<file path="src/rtl/execute_writeback_stage_pkg.sv">
// Shared types for the execute/writeback stage: decode-state record, opcode encodings, FSM states.
package execute_writeback_stage_pkg;

    localparam logic [3:0] ALU_ADD = 4'd0, ALU_SUB = 4'd1, ALU_AND = 4'd2, ALU_OR = 4'd3,
                           ALU_XOR = 4'd4, ALU_SLL = 4'd5, ALU_SRL = 4'd6, ALU_SRA = 4'd7,
                           ALU_SLT = 4'd8, ALU_SLTU = 4'd9, ALU_PASSB = 4'd10, ALU_ADDPC = 4'd11;

    localparam logic [3:0] BR_NONE = 4'd0, BR_BEQ = 4'd1, BR_BNE = 4'd2, BR_BLT = 4'd3,
                           BR_BGE = 4'd4, BR_BLTU = 4'd5, BR_BGEU = 4'd6, BR_JAL = 4'd7,
                           BR_JALR = 4'd8;

    localparam logic [1:0] WB_NONE = 2'd0, WB_ALU = 2'd1, WB_MEM = 2'd2, WB_PC4 = 2'd3;
    localparam logic [1:0] MEM_NONE = 2'd0, MEM_LOAD = 2'd1, MEM_STORE = 2'd2;

    localparam logic [2:0] F3_B = 3'd0, F3_H = 3'd1, F3_W = 3'd2, F3_BU = 3'd4, F3_HU = 3'd5;

    typedef enum logic [1:0] {
        ST_IDLE,
        ST_EXEC,
        ST_MEM_REQ,
        ST_MEM_WAIT
    } state_t;

    // 289-bit record handed over from decode; debug fields ride along untouched.
    typedef struct packed {
        logic [31:0] pc;
        logic [31:0] rs1_val;
        logic [31:0] rs2_val;
        logic [31:0] imm;
        logic        valid;
        logic [3:0]  alu_op;
        logic [1:0]  mem_op;
        logic [1:0]  wb_op;
        logic [3:0]  br_op;
        logic [2:0]  funct3;
        logic [4:0]  rd;
        logic [4:0]  rs1;
        logic [4:0]  rs2;
        logic [31:0] dbg_instr;
        logic [31:0] dbg_seq;
        logic [63:0] dbg_cycle;
        logic [1:0]  dbg_flags;
    } decode_state_t;

endpackage

</file>
<file path="src/rtl/execute_writeback_stage_alu.sv">
// Purely combinational ALU and branch-condition comparator for the execute stage.
module execute_alu
    import execute_writeback_stage_pkg::*;
(
    input  logic [3:0]  alu_op,
    input  logic [3:0]  br_op,
    input  logic [31:0] a,
    input  logic [31:0] b,
    input  logic [31:0] pc,
    output logic [31:0] result,
    output logic        br_cond
);

    logic eq;
    logic lt_s;
    logic lt_u;

    assign eq   = (a == b);
    assign lt_s = ($signed(a) < $signed(b));
    assign lt_u = (a < b);

    always_comb begin
        result = '0;
        case (alu_op)
            ALU_ADD:   result = a + b;
            ALU_SUB:   result = a - b;
            ALU_AND:   result = a & b;
            ALU_OR:    result = a | b;
            ALU_XOR:   result = a ^ b;
            ALU_SLL:   result = a << b[4:0];
            ALU_SRL:   result = a >> b[4:0];
            ALU_SRA:   result = $signed(a) >>> b[4:0];
            ALU_SLT:   result = {31'b0, lt_s};
            ALU_SLTU:  result = {31'b0, lt_u};
            ALU_PASSB: result = b;
            ALU_ADDPC: result = pc + b;
            default:   result = '0;
        endcase
    end

    always_comb begin
        br_cond = 1'b0;
        case (br_op)
            BR_BEQ:  br_cond = eq;
            BR_BNE:  br_cond = !eq;
            BR_BLT:  br_cond = lt_s;
            BR_BGE:  br_cond = !lt_s;
            BR_BLTU: br_cond = lt_u;
            BR_BGEU: br_cond = !lt_u;
            BR_JAL,
            BR_JALR: br_cond = 1'b1;
            default: br_cond = 1'b0;
        endcase
    end

endmodule

</file>
<file path="src/rtl/execute_writeback_stage.sv">
// Execute/writeback stage: ALU and branch resolve, one data-memory access, register-file commit.
// Define EXECUTE_DEBUG_EN to add registered dbg_alu_a/dbg_alu_b/dbg_retire_pc/dbg_retire outputs.
module execute_writeback_stage
    import execute_writeback_stage_pkg::*;
#(
    parameter int XLEN         = 32,
    parameter int DMEM_TIMEOUT = 255
) (
    input  logic            clk,
    input  logic            reset_n,
    input  logic            in_valid,
    output logic            in_ready,
    input  decode_state_t   in_state,
    output logic            dmem_req_valid,
    input  logic            dmem_req_ready,
    output logic            dmem_we,
    output logic [XLEN-1:0] dmem_addr,
    output logic [XLEN-1:0] dmem_wdata,
    output logic [3:0]      dmem_wstrb,
    input  logic            dmem_rsp_valid,
    input  logic [XLEN-1:0] dmem_rdata,
    output logic            rf_we,
    output logic [4:0]      rf_waddr,
    output logic [XLEN-1:0] rf_wdata,
    output logic            br_taken,
    output logic [XLEN-1:0] br_target,
`ifdef EXECUTE_DEBUG_EN
    output logic [XLEN-1:0] dbg_alu_a,
    output logic [XLEN-1:0] dbg_alu_b,
    output logic [XLEN-1:0] dbg_retire_pc,
    output logic            dbg_retire,
`endif
    output logic            mem_err
);

    state_t        state_reg;
    decode_state_t ex_reg;
    logic [15:0]   wait_cnt_reg;

    logic [31:0] alu_b, alu_res, wb_data, target, mem_addr;
    logic [31:0] load_lane, load_ext, store_data;
    logic [3:0]  store_strb;
    logic [1:0]  lane;
    logic        br_cond, use_imm, ex_mem, ex_taken, accept;

    assign use_imm  = (ex_reg.mem_op != MEM_NONE) ||
                      (ex_reg.wb_op == WB_ALU && ex_reg.br_op == BR_NONE);
    assign alu_b    = use_imm ? ex_reg.imm : ex_reg.rs2_val;
    assign mem_addr = ex_reg.rs1_val + ex_reg.imm;
    assign lane     = mem_addr[1:0];
    assign target   = (ex_reg.br_op == BR_JALR) ? (mem_addr & ~32'd1) : (ex_reg.pc + ex_reg.imm);
    assign wb_data  = (ex_reg.wb_op == WB_PC4) ? (ex_reg.pc + 32'd4) : alu_res;

    // Records with valid=0 flow through EXEC as bubbles: no memory, no redirect.
    assign ex_mem   = ex_reg.valid && (ex_reg.mem_op != MEM_NONE);
    assign ex_taken = ex_reg.valid && br_cond;
    assign in_ready = ((state_reg == ST_IDLE) ||
                       (state_reg == ST_EXEC && !ex_mem && !ex_taken)) && !br_taken;
    assign accept   = in_valid && in_ready;

    execute_alu u_alu (
        .alu_op  (ex_reg.alu_op),
        .br_op   (ex_reg.br_op),
        .a       (ex_reg.rs1_val),
        .b       (alu_b),
        .pc      (ex_reg.pc),
        .result  (alu_res),
        .br_cond (br_cond)
    );

    always_comb begin
        load_lane = dmem_rdata >> {lane, 3'b000};
        case (ex_reg.funct3)
            F3_B:    load_ext = {{24{load_lane[7]}}, load_lane[7:0]};
            F3_H:    load_ext = {{16{load_lane[15]}}, load_lane[15:0]};
            F3_BU:   load_ext = {24'b0, load_lane[7:0]};
            F3_HU:   load_ext = {16'b0, load_lane[15:0]};
            default: load_ext = load_lane;
        endcase
    end

    always_comb begin
        case (ex_reg.funct3)
            F3_B: begin
                store_data = {4{ex_reg.rs2_val[7:0]}};
                store_strb = 4'b0001 << lane;
            end
            F3_H: begin
                store_data = {2{ex_reg.rs2_val[15:0]}};
                store_strb = 4'b0011 << lane;
            end
            default: begin
                store_data = ex_reg.rs2_val;
                store_strb = 4'hF;
            end
        endcase
    end

    always_ff @(posedge clk or negedge reset_n) begin
        if (!reset_n) begin
            state_reg      <= ST_IDLE;
            ex_reg         <= '0;
            wait_cnt_reg   <= '0;
            dmem_req_valid <= 1'b0;
            dmem_we        <= 1'b0;
            dmem_addr      <= '0;
            dmem_wdata     <= '0;
            dmem_wstrb     <= '0;
            rf_we          <= 1'b0;
            rf_waddr       <= '0;
            rf_wdata       <= '0;
            br_taken       <= 1'b0;
            br_target      <= '0;
            mem_err        <= 1'b0;
        end else begin
            rf_we    <= 1'b0;
            br_taken <= 1'b0;
            mem_err  <= 1'b0;
            if (accept) begin
                ex_reg <= in_state;
            end
            case (state_reg)
                ST_IDLE: begin
                    if (accept) state_reg <= ST_EXEC;
                end
                ST_EXEC: begin
                    if (ex_mem) begin
                        state_reg      <= ST_MEM_REQ;
                        dmem_req_valid <= 1'b1;
                        dmem_we        <= (ex_reg.mem_op == MEM_STORE);
                        dmem_addr      <= {mem_addr[31:2], 2'b00};
                        dmem_wdata     <= store_data;
                        dmem_wstrb     <= (ex_reg.mem_op == MEM_STORE) ? store_strb : 4'h0;
                    end else begin
                        if (ex_reg.valid && (ex_reg.wb_op == WB_ALU || ex_reg.wb_op == WB_PC4) &&
                            ex_reg.rd != 5'd0) begin
                            rf_we    <= 1'b1;
                            rf_waddr <= ex_reg.rd;
                            rf_wdata <= wb_data;
                        end
                        if (ex_taken) begin
                            br_taken  <= 1'b1;
                            br_target <= target;
                        end
                        state_reg <= accept ? ST_EXEC : ST_IDLE;
                    end
                end
                ST_MEM_REQ: begin
                    if (dmem_req_ready) begin
                        dmem_req_valid <= 1'b0;
                        wait_cnt_reg   <= '0;
                        state_reg      <= dmem_we ? ST_IDLE : ST_MEM_WAIT;
                    end
                end
                ST_MEM_WAIT: begin
                    if (dmem_rsp_valid) begin
                        if (ex_reg.rd != 5'd0) begin
                            rf_we    <= 1'b1;
                            rf_waddr <= ex_reg.rd;
                            rf_wdata <= load_ext;
                        end
                        state_reg <= ST_IDLE;
                    end else if (DMEM_TIMEOUT != 0 && wait_cnt_reg == 16'(DMEM_TIMEOUT - 1)) begin
                        mem_err   <= 1'b1;
                        state_reg <= ST_IDLE;
                    end else begin
                        wait_cnt_reg <= wait_cnt_reg + 16'd1;
                    end
                end
                default: state_reg <= ST_IDLE;
            endcase
        end
    end

`ifdef EXECUTE_DEBUG_EN
    // A record retires when its architectural effect is final: ALU/branch, store handshake, load data.
    always_ff @(posedge clk or negedge reset_n) begin
        if (!reset_n) begin
            dbg_alu_a     <= '0;
            dbg_alu_b     <= '0;
            dbg_retire_pc <= '0;
            dbg_retire    <= 1'b0;
        end else begin
            dbg_retire <= 1'b0;
            if (state_reg == ST_EXEC) begin
                dbg_alu_a <= ex_reg.rs1_val;
                dbg_alu_b <= alu_b;
            end
            if ((state_reg == ST_EXEC && ex_reg.valid && !ex_mem) ||
                (state_reg == ST_MEM_REQ && dmem_req_ready && dmem_we) ||
                (state_reg == ST_MEM_WAIT && dmem_rsp_valid)) begin
                dbg_retire    <= 1'b1;
                dbg_retire_pc <= ex_reg.pc;
            end
        end
    end
`endif

    logic unused_fields;
    assign unused_fields = ^{ex_reg.rs1, ex_reg.rs2, ex_reg.dbg_instr, ex_reg.dbg_seq,
                             ex_reg.dbg_cycle, ex_reg.dbg_flags};

endmodule

</file>
<file path="config.mk">
export PLATFORM = sky130hd
export DESIGN_NAME = execute_writeback_stage
export DESIGN_NICKNAME = d
export VERILOG_FILES = /design/src/rtl/execute_writeback_stage_pkg.sv /design/src/rtl/execute_writeback_stage_alu.sv /design/src/rtl/execute_writeback_stage.sv
export SDC_FILE = /design/constraint.sdc
export NUM_CORES = 1
export LEC_CHECK = 0
export CAP_MARGIN = 0
export CORE_MARGIN = 5
export CORE_UTILIZATION = 50
export CTS_CLUSTER_DIAMETER = 50
export CTS_CLUSTER_SIZE = 14
export DETAILED_ROUTE_END_ITERATION = 8
export PLACE_DENSITY = 0.76
export SETUP_SLACK_MARGIN = 0.05
export SLEW_MARGIN = 20
export SYNTH_ARGS = -nofsm -noshare
export SYNTH_HDL_FRONTEND = slang
export SYNTH_SLANG_ARGS = --single-unit
</file>
<file path="constraint.sdc">
create_clock -name clk -period 8.7 [get_ports clk]
set_input_delay 1.74 -clock clk [delete_from_list [all_inputs] [get_ports clk]]
set_output_delay 1.74 -clock clk [all_outputs]
set_load 0.01 [all_outputs]
</file>
### Word level (Yosys, flattened, before mapping)

Cells that the tools add are included.

| cells by class | value |
|---|---|
| shifts and indexed selects | 6 |
| add/sub/neg operators | 7 |
| reduce and logical (&&, ||, !) cells | 34 |
| eq/ne operators | 40 |
| bitwise logic cells | 4 |
| $lt $le $gt $ge | 2 |
| mux-type cells | 45 |

Operators with widths:

| operator | count |
|---|---|
| 32-bit one-hot mux with 12 select lines | 1 |
| 32-bit two-way mux | 7 |
| 32-bit adder | 4 |
| 32-bit one-hot mux with 2 select lines | 2 |
| 32-bit one-hot mux with 4 select lines | 1 |
| 32-bit < comparator | 2 |
| 32-bit by 5-bit >> shifter with 32-bit output | 2 |
| 16-bit two-way mux | 3 |
| 32-bit by 3-bit adder with 32-bit output, second input constant | 1 |
| 32-bit AND | 1 |
| 32-bit equality test | 1 |
| 4-bit by 3-bit equality test with 1-bit output, second input constant | 8 |
| 32-bit OR | 1 |
| 16-bit one-hot mux with 2 select lines | 1 |
| 32-bit by 5-bit left shift with 32-bit output | 1 |
| 32-bit by 5-bit >>> shifter with 32-bit output | 1 |
| 32-bit subtractor | 1 |
| 32-bit bitwise XOR | 1 |
| 4-bit equality test, second input constant | 5 |
| 5-bit two-way mux | 4 |
| 16-bit by 1-bit adder with 16-bit output, second input constant | 1 |
| 16-bit by 8-bit equality test with 1-bit output, second input constant | 1 |
| 4-bit by 2-bit equality test with 1-bit output, second input constant | 4 |
| 2-bit inequality test, second input constant | 8 |
| 31 further kinds | 76 |

| storage, ports and cells | value |
|---|---|
| logic and storage cells | 162 |
| flip-flop bits (word level) | 307 |

### Logic depth before layout (Yosys ltp)

Gate-level depths: netlist (run 1).

| depth | value |
|---|---|
| depth after elaboration | 16 |
| gate-level depth with buffers | 27 |

### By module

A second synthesis (run 1) with hierarchy kept.

| second synthesis, totals | value |
|---|---|
| cell total of the unflattened synthesis | 3147 |
| area total of the unflattened synthesis | 26955.9 µm² |

By module, submodules not included:

| module | times used | area an instance (µm²) | cells each |
|---|---|---|---|
| execute_writeback_stage | 1 | 17261.6 | 1782 |
| execute_alu | 1 | 9694.3 | 1365 |

### Worst setup path after synthesis (run 1)

OpenSTA, ideal clock, no wires.

| timing path | value |
|---|---|
| path kind | reg2out |
| from | register ex_reg[150] (netlist bit) |
| to | output port in_ready |
| path buffers | 7 |
| stages on the path, launching flop included | 23 |
| data required time | 6.960 ns |
| setup slack | 1.860 ns |
| arrival | 5.100 ns |
| cells stage by stage | dfrtp_1 > buf_4 > or4b_1 > buf_2 > o21ai_2 > buf_4 > buf_6 > buf_4 > clkbuf_1 > buf_1 > mux2i_1 > ha_1 > nor2b_1 > a41oi_1 > nor2_1 > o22ai_1 > nand3_1 > a2111oi_4 > o211ai_2 > o211ai_1 > and3b_1 > a31oi_1 > nor3_1 |

| on the way | value |
|---|---|
| longest elaborated chain between the ends | 12 |

Ends and longest elaborated chain:

| what | line | RTL |
|---|---|---|
| start, declared | execute_writeback_stage.sv:37 | `decode_state_t ex_reg;` |
| start signal, assigned | execute_writeback_stage.sv:120 | `ex_reg <= in_state;` |
| 4-bit logical NOT | execute_writeback_stage.sv:47 | `(ex_reg.wb_op == WB_ALU && ex_reg.br_op == BR_NONE);` |
| 1-bit logical AND | execute_writeback_stage.sv:47 |  |
| 1-bit logical OR | execute_writeback_stage.sv:46 | `assign use_imm = (ex_reg.mem_op != MEM_NONE) \|\|` |
| 32-bit two-way mux | execute_writeback_stage.sv:48 | `assign alu_b = use_imm ? ex_reg.imm : ex_reg.rs2_val;` |
| 32-bit < comparator, or another cell as far along | execute_writeback_stage_alu.sv:20 | `assign lt_u = (a < b);` |
| 1-bit logical NOT (on tied branches) | execute_writeback_stage_alu.sv:49, execute_writeback_stage_alu.sv:45, execute_writeback_stage_alu.sv:47 |  |
| 1-bit one-hot mux with 7 select lines * | execute_writeback_stage_alu.sv:43 | `case (br_op)` |
| 1-bit logical AND * | execute_writeback_stage.sv:56 | `assign ex_taken = ex_reg.valid && br_cond;` |
| 1-bit logical NOT * | execute_writeback_stage.sv:58 | `(state_reg == ST_EXEC && !ex_mem && !ex_taken)) && !br_taken;` |
| 1-bit logical AND * | execute_writeback_stage.sv:58 |  |
| 1-bit logical OR * | execute_writeback_stage.sv:57 | `assign in_ready = ((state_reg == ST_IDLE) \|\|` |
| 1-bit logical AND * | execute_writeback_stage.sv:58 |  |
| end, declared | execute_writeback_stage.sv:12 | `output logic in_ready,` |

Every way passes the cells marked *; elsewhere a longest branch is shown, timed or not.

### Final worst setup path (run 1)

| timing path | value |
|---|---|
| from | register ex_reg[148] (netlist bit) |
| to | output port in_ready |

Same word-level chain as after synthesis.

==> reports/metrics.yaml, run 1 <==
clock.fmax_mhz: 117
grt_pass1_vias: 26600
vias: 28500
synth_cells: 3309
startpoint_type: "register"
num_rows: 85
layout_commonest_cell: "nand2_1"
finalWirelength_um: 125000
cts_tree: "done"
synth_seq_cells: 307
place.gp.congestion: 1.05
cts_buffer_depth: 3
clockRootBuffer: "clkbuf_16"
slew-limit-headroom_pct: 14.8
die_w_um: 244
viasPerCell: 6.66
ios: 469
largest_reg_flops: 149
tightest_slew_ps: 1250
dp_hpwl_um: 97500
crit_chain: "or4b_1, o21ai_2, buf_4, nand2_1, nand2_1, inv_1, ha_1, inv_1, a21oi_1, o31ai_1, nor4_1, o211ai_2, nand2_1, o21ai_0, a31oi_1, nor3_1, clkdlybuf4s50_1"
status: "complete, no violations"
fin_nets: 4034
hold_path_class: "reg2reg"
cts_resized: 0
grt_setup_unrepaired: "false"
wl_per_cell_um: 29.1
antenna_found_initial: 11
setup_tns_ps: 0
drtIter0Drc: 3513
overflow: 0
min_to: "rf_waddr[0]"
drc_errors: 0
fp.dieH_um: 244
insertion_delay_ps: 580
synth_seq_area_share_pct: 28.0
critPathRequiredTime_ps: 6960
synth_ff_type: "dfrtp_1"
r2r-start: "ex_reg[148]"
grt_first_pass_wirelength_um: 179000
hold_violations: 0
grt_max_degree: 134
min_path_cells: 2
yosys_warnings: 0
layout-drive-gt1-share_pct: 9.27
r2r_end: "rf_wdata[27]"
critPathArrivalTime_ps: 6780
synth_edf_count: 0
cts_max_level: 2
r2r_cells: 15
finClkSkew_ps: 33.3
reg2reg_slack_ps: 1660
worstSetupEndpointType: "primary output"
numCtsBuffers: 39
dieArea_um2: 59600
clk_pin_slew_ps: 60
postSynthAreaPerCell_um2: 8.29
hold_start: "rf_waddr[0]"
period_needed_ps: 8520
io_buffers: 326
grtUsageTotal_pct: 39.7
min_period_over_period_pct: 97.9
critical_path_class: "reg2out"
syn2layout_area_growth_pct: 19.9
final_antenna_net_count: 0
setup_violations: 0
drv_cap: 0
coreArea_um2: 54100
cpMostUsedCell: "nand2_1"
fillCellCount: 4832
yosysUniqueCellTypes: 91
synth.cell_area_um2: 27400
initial_core_util_pct: 50.7
critPathMaxFanout: 11
cpPeakStageDelay_ps: 830
async_reset_ff_share_pct: 100
first_pass_iters: 6
startpoint: "ex_reg[148]"
cts_setup_buffers: 0
cts_sinks: 307
slowest_stage: "o21ai_2"
most-common-layout-cells: "nand2_1 (406), clkdlybuf4s50_1 (325), dfrtp_1 (307), nor2_1 (276), a21oi_1 (269)"
final_max_slew_viol_count: 0
ctsHoldBuffers: 0
==> logic make-up (layout without fill, tap and decap cells) <==
family | count (synthesis) | in the layout | share of synthesized area, %
compound gates | 984 | 985 | 23.2
xor+xnor | 153 | 153 | 4.89
fa+ha+maj | 164 | 164 | 7.44
buf+inv | 335 | 606 | 5.09
flops | 307 | 307 | 28.0
mux | 391 | 391 | 15.5
other cells | 1 | 8 | 0.0137
simple gates | 974 | 974 | 15.9
==> worst max-delay path: cells and delay by family (launching register included) <==
family                   cells  cell delay (ps)
AND/OR/NAND/NOR              6             1900
buffers and inverters        4             1070
flip-flops                   1              520
AO/OA/AOI/OAI                6             2240
adder cells (fa/ha/maj)      1              480
==> layout make-up <==
cell class              count  area, um2  area share [%]
multi-input cells        2669      18500            56.1
flip-flops and latches    307       7680            23.4
repair buffers            418       4000            12.2
clock buffers              44       1040            3.15
well taps                 696        871            2.65
inverters                 120        450            1.37
clock inverters            24        363            1.10
diodes                      6       15.0          0.0457
==> layer usage <==
layer / global-route usage, % / share of wire, % / up-vias
met4: 17.1 / 5.2 / 4
met5: 0 / 0.026 / -
met2: 61.0 / 44 / 1823
met3: 12.4 / 12 / 346
met1: 51.9 / 39 / 13700
li1: - / - / 12600
==> how the worst max path moves through the flow <==
| stage | to | slack, ps | depth (start not counted) |
|---|---|---|---|
| 2_1_floorplan | in_ready | 1860 | 22 |
| 3_3_place_gp | in_ready | 940 | 17 |
| 3_5_place_dp | in_ready | 920 | 17 |
| 4_1_cts | in_ready | 310 | 17 |
| 5_1_grt | in_ready | 60 | 17 |
| 6_report | in_ready | 180 | 17 |
==> cells in the mapped netlist, types with 52 or more instances <==
| cell | n | area [um2] |
|---|---|---|
| a211oi_1 | 60 | 450 |
| nor2_1 | 279 | 1050 |
| o21ai_0 | 223 | 1120 |
| xnor2_1 | 84 | 736 |
| a21oi_1 | 270 | 1350 |
| nand2_1 | 407 | 1530 |
| xor2_1 | 69 | 604 |
| mux2i_1 | 171 | 1710 |
| nand3_1 | 60 | 300 |
| inv_1 | 116 | 435 |
| dfrtp_1 | 307 | 7680 |
| clkbuf_1 | 150 | 563 |
| ha_1 | 151 | 1890 |
| o211ai_1 | 52 | 390 |
| mux2_2 | 112 | 1260 |
| mux2_1 | 100 | 1130 |
==> stage by stage <==
step | cell area, um2 | std cells | worst slack (ps) | utilization, % | hold WS [ps]
after global placement | 31400 | 4207 | 943 | 58.0 | 457
after CTS | 32800 | 4275 | 309 | 60.6 | 476
after global routing | 32900 | 4281 | 58.3 | 60.7 | 499
after detailed placement | 31400 | 4207 | 924 | 58.0 | 462
final | 32900 | 4284 | 181 | 60.7 | 470
after floorplan | 27400 | 3310 | 1860 | - | 445
Power of run 1 is not shown: default switching activity piles up to over one toggle a cycle in this logic, so the estimate is an artifact.
==> run 2: changes to the inputs <==
--- a/config.mk
+++ b/config.mk
@@ -13,7 +13,7 @@
 export DETAILED_ROUTE_END_ITERATION = 8
 export PLACE_DENSITY = 0.76
 export SETUP_SLACK_MARGIN = 0.05
-export SLEW_MARGIN = 20
+export SLEW_MARGIN = 10
 export SYNTH_ARGS = -nofsm -noshare
 export SYNTH_HDL_FRONTEND = slang
 export SYNTH_SLANG_ARGS = --single-unit
==> reports/metrics.yaml, run 2 (synthesized netlist as in run 1, its figures left out) <==
dieArea_um2: 59600
place.gp.congestion: 1.05
viasPerCell: 6.66
r2r-start: "ex_reg[148]"
cpPeakStageDelay_ps: 840
critPathMaxFanout: 11
layout_commonest_cell: "nand2_1"
setup_violations: 0
status: "complete, no violations"
layout-drive-gt1-share_pct: 9.22
cpMostUsedCell: "nand2_1"
clockRootBuffer: "clkbuf_16"
crit_chain: "or4b_1, o21ai_2, buf_4, nand2_1, nand2_1, inv_1, ha_1, inv_1, a21oi_1, o31ai_1, nor4_1, o211ai_2, nand2_1, o21ai_0, a31oi_1, nor3_1, clkdlybuf4s50_1"
grtUsageTotal_pct: 39.7
antenna_found_initial: 11
ctsHoldBuffers: 0
critPathArrivalTime_ps: 6780
grt_setup_unrepaired: "false"
period_needed_ps: 8520
cts_resized: 0
min_period_over_period_pct: 98.0
critical_path_class: "reg2out"
hold_path_class: "reg2reg"
coreArea_um2: 54100
largest_reg_flops: 149
r2r_end: "rf_wdata[27]"
drv_cap: 0
startpoint_type: "register"
worstSetupEndpointType: "primary output"
hold_violations: 0
slew-limit-headroom_pct: 6.82
grt_pass1_vias: 26600
drc_errors: 0
ios: 469
first_pass_iters: 6
setup_tns_ps: 0
fp.dieH_um: 244
tightest_slew_ps: 1400
io_buffers: 326
final_antenna_net_count: 0
clk_pin_slew_ps: 60
die_w_um: 244
seqCellArea_um2: 7680
clock.fmax_mhz: 117
multi_input_area_um2: 18500
fin_nets: 4032
path_buf_inv: 4
vias: 28500
hold_start: "rf_waddr[0]"
numCtsBuffers: 39
reg2reg_slack_ps: 1580
min_to: "rf_waddr[0]"
num_rows: 85
grt_max_degree: 134
cts_buffer_depth: 3
most-common-layout-cells: "nand2_1 (406), clkdlybuf4s50_1 (325), dfrtp_1 (307), nor2_1 (276), a21oi_1 (269)"
insertion_delay_ps: 580
syn2layout_area_growth_pct: 19.7
finalWirelength_um: 125000
final_max_slew_viol_count: 0
fillCellCount: 4835
finClkSkew_ps: 36.4
cpLargestDelayFamily: "compound AO/OA/AOI/OAI gates"
critPathRequiredTime_ps: 6960
cts_tree: "done"
cts_sinks: 307
cts_max_level: 2
r2r_cells: 15
overflow: 0
wl_per_cell_um: 29.1
drtIter0Drc: 3426
slowest_stage: "o21ai_2"
dp_hpwl_um: 97500
cts_setup_buffers: 0
min_path_cells: 2
initial_core_util_pct: 50.7
grt_first_pass_wirelength_um: 179000
run 2: changes by cell type in the layout (fill, tap and decap cells not counted):
cell / change
a2111oi_1: -1
clkbuf_4: -1
buf_16: -1
a2111oi_0: +1
run 2: worst reg2reg max path: stages (launching register included):
cell	delay [ps]
dfrtp_1	520
or4b_1	830
o21ai_4	560
mux2_2	510
buf_4	560
inv_2	460
nand2_1	170
a21boi_0	840
mux2i_1	210
nand2_1	100
o21ai_0	110
nand2_1	90
o21ai_0	80
a2111oi_1	870
o211ai_1	630
a221o_1	440
run 2: area by class of cell:
| cell class | count | share of cell area [%] |
|---|---|---|
| Multi-Input combinational cell | 2669 | 56.2 |
| Timing Repair Buffer | 416 | 12.1 |
| Sequential cell | 307 | 23.4 |
| Antenna cell | 6 | 0.0457 |
| Inverter | 120 | 1.37 |
| Tap cell | 696 | 2.65 |
| Clock buffer | 44 | 3.15 |
| Clock inverter | 24 | 1.10 |
run 2: worst max-delay path by stage:
stage,start,to,slack [ps],depth (start not counted)
2_1_floorplan,ex_reg[150],in_ready,1860,22
5_1_grt,ex_reg[148],in_ready,60,17
6_report,ex_reg[148],in_ready,180,17
4_1_cts,ex_reg[148],in_ready,310,17
3_3_place_gp,ex_reg[148],in_ready,940,17
3_5_place_dp,ex_reg[148],in_ready,920,17
run 2: metal layers:
layer | share of wire [%] | vias up | wire, um | global-route usage [%]
met4 | 5.4 | 6 | 6680 | 17.1
met2 | 44 | 1792 | 54300 | 61.0
li1 | - | 12600 | - | -
met1 | 39 | 13700 | 49100 | 51.9
met5 | 0.037 | - | 46 | 0
met3 | 12 | 383 | 14700 | 12.4
run 2: metrics by stage:
stage | hold WS, ps | std cells | area [um2] | util (%) | setup slack, ps
floorplan | 445 | 3310 | 27400 | - | 1860
global placement | 457 | 4207 | 31400 | 58.0 | 943
detailed placement | 462 | 4207 | 31400 | 58.0 | 924
CTS | 476 | 4275 | 32800 | 60.6 | 309
global route | 499 | 4279 | 32800 | 60.7 | 58.3
finish | 470 | 4282 | 32800 | 60.7 | 177
Power of run 2 is left out for the same reason.
